File: src/rtl/sfft_stream_decoder.sv
// Stochastic-bitstream to binary decoder: counts ones per real/imag lane over a 2^BITWIDTH window, then drains the counts as words.
// Define SFFT_DECODE_BIPOLAR_EN for two's-complement output (2*count - W); otherwise the raw count is emitted.
module sfft_stream_decoder #(
  parameter  int BITWIDTH  = 8,
  parameter  int NUMINPUTS = 8,
  localparam int OUTW      = BITWIDTH + 2,
  localparam int IDXW      = $clog2(2 * NUMINPUTS)
) (
  input  logic                 iClk,
  input  logic                 iRstN,
  input  logic                 iEn,
  input  logic                 iClr,
  input  logic                 iStart,
  input  logic [NUMINPUTS-1:0] iReal,
  input  logic [NUMINPUTS-1:0] iImg,
  input  logic                 iReady,
  output logic                 oValid,
  output logic [OUTW-1:0]      oData,
  output logic [IDXW-1:0]      oIdx,
  output logic                 oLast,
  output logic                 oBusy
);

  localparam int LANES = 2 * NUMINPUTS;
  localparam int CNTW  = BITWIDTH + 1;
  localparam logic [CNTW-1:0] WIN      = CNTW'(2 ** BITWIDTH);
  localparam logic [CNTW-1:0] LAST_WIN = WIN - CNTW'(1);
  localparam logic [IDXW-1:0] LAST_IDX = IDXW'(LANES - 1);

  typedef enum logic [1:0] {IDLE, ACCUM, DRAIN} state_t;

  state_t             state;
  state_t             state_nxt;
  logic [LANES-1:0]   bits;
  logic [CNTW-1:0]    cnt  [LANES];
  logic [CNTW-1:0]    snap [LANES];
  logic [CNTW-1:0]    win;
  logic [IDXW-1:0]    idx;
  logic               start_ok;
  logic               sample;
  logic               win_done;
  logic               xfer;
  logic               last_xfer;

  // Converts a ones-count into the output number format.
  function automatic logic [OUTW-1:0] decode(input logic [CNTW-1:0] count);
    logic signed [OUTW-1:0] val;
`ifdef SFFT_DECODE_BIPOLAR_EN
    val = signed'({count, 1'b0}) - signed'(OUTW'(WIN));
`else
    val = signed'({1'b0, count});
`endif
    return val;
  endfunction

  // Lanes 0..N-1 carry the real bitstreams, N..2N-1 the imaginary ones.
  assign bits      = {iImg, iReal};
  assign start_ok  = (state == IDLE) && iStart;
  assign sample    = (state == ACCUM) && iEn;
  assign win_done  = sample && (win == LAST_WIN);
  assign xfer      = (state == DRAIN) && iReady;
  assign last_xfer = xfer && (idx == LAST_IDX);

  always_ff @(posedge iClk or negedge iRstN) begin
    if (!iRstN) begin
      state <= IDLE;
    end else begin
      state <= state_nxt;
    end
  end

  always_comb begin
    state_nxt = state;
    if (iClr) begin
      state_nxt = IDLE;
    end else begin
      case (state)
        IDLE:    if (iStart)    state_nxt = ACCUM;
        ACCUM:   if (win_done)  state_nxt = DRAIN;
        DRAIN:   if (last_xfer) state_nxt = IDLE;
        default:                state_nxt = IDLE;
      endcase
    end
  end

  // Accumulation stage: per-lane ones counters and the qualified-cycle counter.
  always_ff @(posedge iClk or negedge iRstN) begin
    if (!iRstN) begin
      for (int i = 0; i < LANES; i++) cnt[i] <= '0;
      win <= '0;
    end else if (iClr || start_ok) begin
      for (int i = 0; i < LANES; i++) cnt[i] <= '0;
      win <= '0;
    end else if (sample) begin
      for (int i = 0; i < LANES; i++) cnt[i] <= cnt[i] + CNTW'(bits[i]);
      win <= win + CNTW'(1);
    end
  end

  // Snapshot stage: the final sample is folded in directly so DRAIN can start on the next cycle.
  always_ff @(posedge iClk or negedge iRstN) begin
    if (!iRstN) begin
      for (int i = 0; i < LANES; i++) snap[i] <= '0;
    end else if (iClr) begin
      for (int i = 0; i < LANES; i++) snap[i] <= '0;
    end else if (win_done) begin
      for (int i = 0; i < LANES; i++) snap[i] <= cnt[i] + CNTW'(bits[i]);
    end
  end

  // Drain stage: word index advances only on an accepted transfer.
  always_ff @(posedge iClk or negedge iRstN) begin
    if (!iRstN) begin
      idx <= '0;
    end else if (iClr || last_xfer) begin
      idx <= '0;
    end else if (xfer) begin
      idx <= idx + IDXW'(1);
    end
  end

  always_comb begin
    oValid = (state == DRAIN);
    oBusy  = (state != IDLE);
    oIdx   = idx;
    oLast  = oValid && (idx == LAST_IDX);
    oData  = oValid ? decode(snap[idx]) : '0;
  end

endmodule

File: config.mk
export PLATFORM = sky130hd
export DESIGN_NAME = sfft_stream_decoder
export DESIGN_NICKNAME = d
export VERILOG_FILES = /design/src/rtl/sfft_stream_decoder.sv
export SDC_FILE = /design/constraint.sdc
export NUM_CORES = 1
export LEC_CHECK = 0
export ABC_AREA = 1
export BUFFER_PORTS_ARGS = -buffer_cell sky130_fd_sc_hd__buf_2
export CAP_MARGIN = 20
export CORE_MARGIN = 2
export CORE_UTILIZATION = 45
export DETAILED_ROUTE_END_ITERATION = 8
export SKIP_LAST_GASP = 1
export SLEW_MARGIN = 0
export SYNTH_ARGS = -nofsm -noshare
export SYNTH_HDL_FRONTEND = slang
export SYNTH_SLANG_ARGS = --single-unit
export TNS_END_PERCENT = 5
File: constraint.sdc
create_clock -name iClk -period 3.7 [get_ports iClk]
set_input_delay 0.555 -clock iClk [delete_from_list [all_inputs] [get_ports iClk]]
set_output_delay 0.555 -clock iClk [all_outputs]
set_load 0.01 [all_outputs]
==> metrics.txt <==
vias in the first global route=12,200; Die Wd=189 µm; most frequent CP cell=nand3_1; maxcap violations=0; EDFF count, synth=0; M1 WL=17,500 µm; YS warnings=0; min cycle time layout=3.31 ns; gr ovfl total=0; FF-to-FF setup slack=1.06 ns; DP Wirelength=24,900 µm; clock root cell=clkbuf_16; DR DRC count=0; global-route wire length before repair=63,600 µm; worst-path fanout max=49; Leakage Power=0.00765 µW; cts bufs inserted=35; Crit path depth=8; register area share after synthesis=49.1%; dpl ws=0.961 ns; Area after DPL=0.0159 mm²; routed len/inst=17.2 µm; fin crit share=89.5%; critical path's slowest cell=buf_4; Setup crit end=oData[0]; CTS Sinks=303; Routed WL=39,000 µm; total track usage=22.2%; Final Wtd Congestion=0.816; Post-synth ARST share=100%; row count=67; core area=0.0336 mm²; CP Launch Type=register; Worst EP arrival=2.76 ns; maximum clock rate=302 MHz; largest net degree at the start of global routing=113; RSZ-0062 raised after global routing=no; DRT iter0 DRCs=867; initial antenna violation count=0; Design Area, Final=0.0171 mm²; cells on worst reg2reg path=12; clock latency on the worst-skew pair=0.52 ns; Netlist cell types=33; CTS tree=built; Synth Instances=1,783; total die area=0.0358 mm²; syn_nets=1,840; Slew Limit Fails=0; Slew HR=43.7%; IO buf count=37; metal3 WL=2030 µm; Die Ht=189 µm; worst setup margin=0.387 ns; Buf/Inv on CP=3; setup violators final=0; worst r2r dst=snap[131]; CP Capture Type=output port; worst-margin pin slew=0.844 ns; vias per cell=5.33; min-delay worst type=input pin to register; WP data required=3.14 ns; Longest Clk Path Bufs=3; area grow syn2layout=10.8%; Post-synth top flop=dfrtp_1; total design power=7180 µW; Crit path max-delay family=buffers and inverters; Clk pin slew, worst setup/hold paths=0.06 ns; setup TNS=0 ns; max incr delay on CP=0.59 ns; Hold Vio Cnt, Final=0; met2 wire length=18,500 µm; Power Density=420 mW/mm²; clk_skew=0.0116 ns; Top Ports=39; Syn Area/Cell=8.66 µm²; Crit Path Class=register to output port; via count=12,000; Routed Antenna Nets=0; htree depth=2; layout cells sized above 1=10.7%; initial core utilization=45.9%; reg-to-reg critical path startpoint=win[0]; CP Launch Point=oIdx[0]; status=completed; Inserted Diodes=0; VDD IR max=0.314 mV; Worst Hold Slack=0.368 ns; CP Cell Sequence=inv_2 -> buf_4 -> nand2_1 -> nand3_1 -> nand3_1 -> nand3_1 -> a21oi_1 -> buf_2; Synth Register Bits=303; first drt pass iteration count=5; top layer used by detailed routing=met4; layout net count=1,846; Cell Area, Synth=0.0154 mm²
worst min-delay path by stage:
stage                   from  endpoint  slack [ns]  cells past startpoint
floorplan              iRstN    cnt[0]        0.26                      0
global placement    snap[53]  snap[53]        0.47                      2
detailed placement  snap[53]  snap[53]        0.47                      2
CTS                   iStart  state[0]        0.35                      3
global route          iStart  state[0]        0.41                      3
finish                iStart  state[0]        0.37                      3
placed cells by master (no fill, tap or decap), types with 28 or more instances in the layout:
cell type,count
clkbuf_16,35
o22ai_1,55
o21ai_0,160
inv_1,261
buf_2,36
nand2_1,396
xnor2_1,28
dfrtp_1,302
ha_1,35
nand3_1,221
o22ai_2,69
xor2_1,65
nor2_1,41
cell type report:
type	instances	area [µm²]
clock buffer	53	1030
clock inverter	9	131
fill	3151	16500
inverter	267	1010
multi-input combinational	1122	6360
sequential	303	7580
tap	448	561
timing repair buffer	60	420
per-stage QoR:
stage	cells	utilization, %
6_report	2262	50.9
5_1_grt	2262	50.9
4_1_cts	2262	50.9
3_5_place_dp	2199	47.4
3_3_place_gp	2199	47.4
2_1_floorplan	1783	-
state kept, by name (all words and copies together), names as in the netlist:
name	cells
win	9
cnt	144
state	2
snap	144
oIdx	4
tightest hold or removal path, stage by stage:
cell and delay [ns]:
buf_2 0.09, o21ai_0 0.08, a21oi_1 0.11
synthesized netlist by cell type, drive strengths merged, types with 4 or more instances:
cell / n / share of area (%)
nand2: 399 / 9.8
dfrtp: 303 / 49
inv: 266 / 6.5
nand3: 222 / 7.3
o21ai: 162 / 5.3
o22ai: 124 / 7.8
xor2: 65 / 3.7
buf: 55 / 2.4
nor2: 44 / 1.3
clkbuf: 36 / 0.88
ha: 35 / 2.8
xnor2: 28 / 1.6
nand4: 19 / 0.77
a21oi: 15 / 0.49
nor3: 4 / 0.13
timing repair:
item	CTS	global route
gates resized for setup	0	0
hold endpoints to repair	51	0
buffers inserted	0	0
hold buffers	1	0
power by group:
part	internal, µW	switching [µW]
sequential	3330	10.9
combinational	61.6	263
clock	2140	1380
per-layer routing:
layer	track usage (%)	up-vias
met5	0	-
met4	6.26	0
met2	37.2	270
met3	3.35	60
li1	-	5795
met1	29.9	5923
logic make-up after synthesis:
group	count (synthesis)	share of synthesized area, %
simple gates	689	19.3
compound gates	304	13.7
xor+xnor	93	5.28
buf+inv	358	9.76
flops	303	49.1
fa+ha+maj	35	2.84
other cells	1	0.0243
Note: power is estimated with default switching activity, not from simulation.
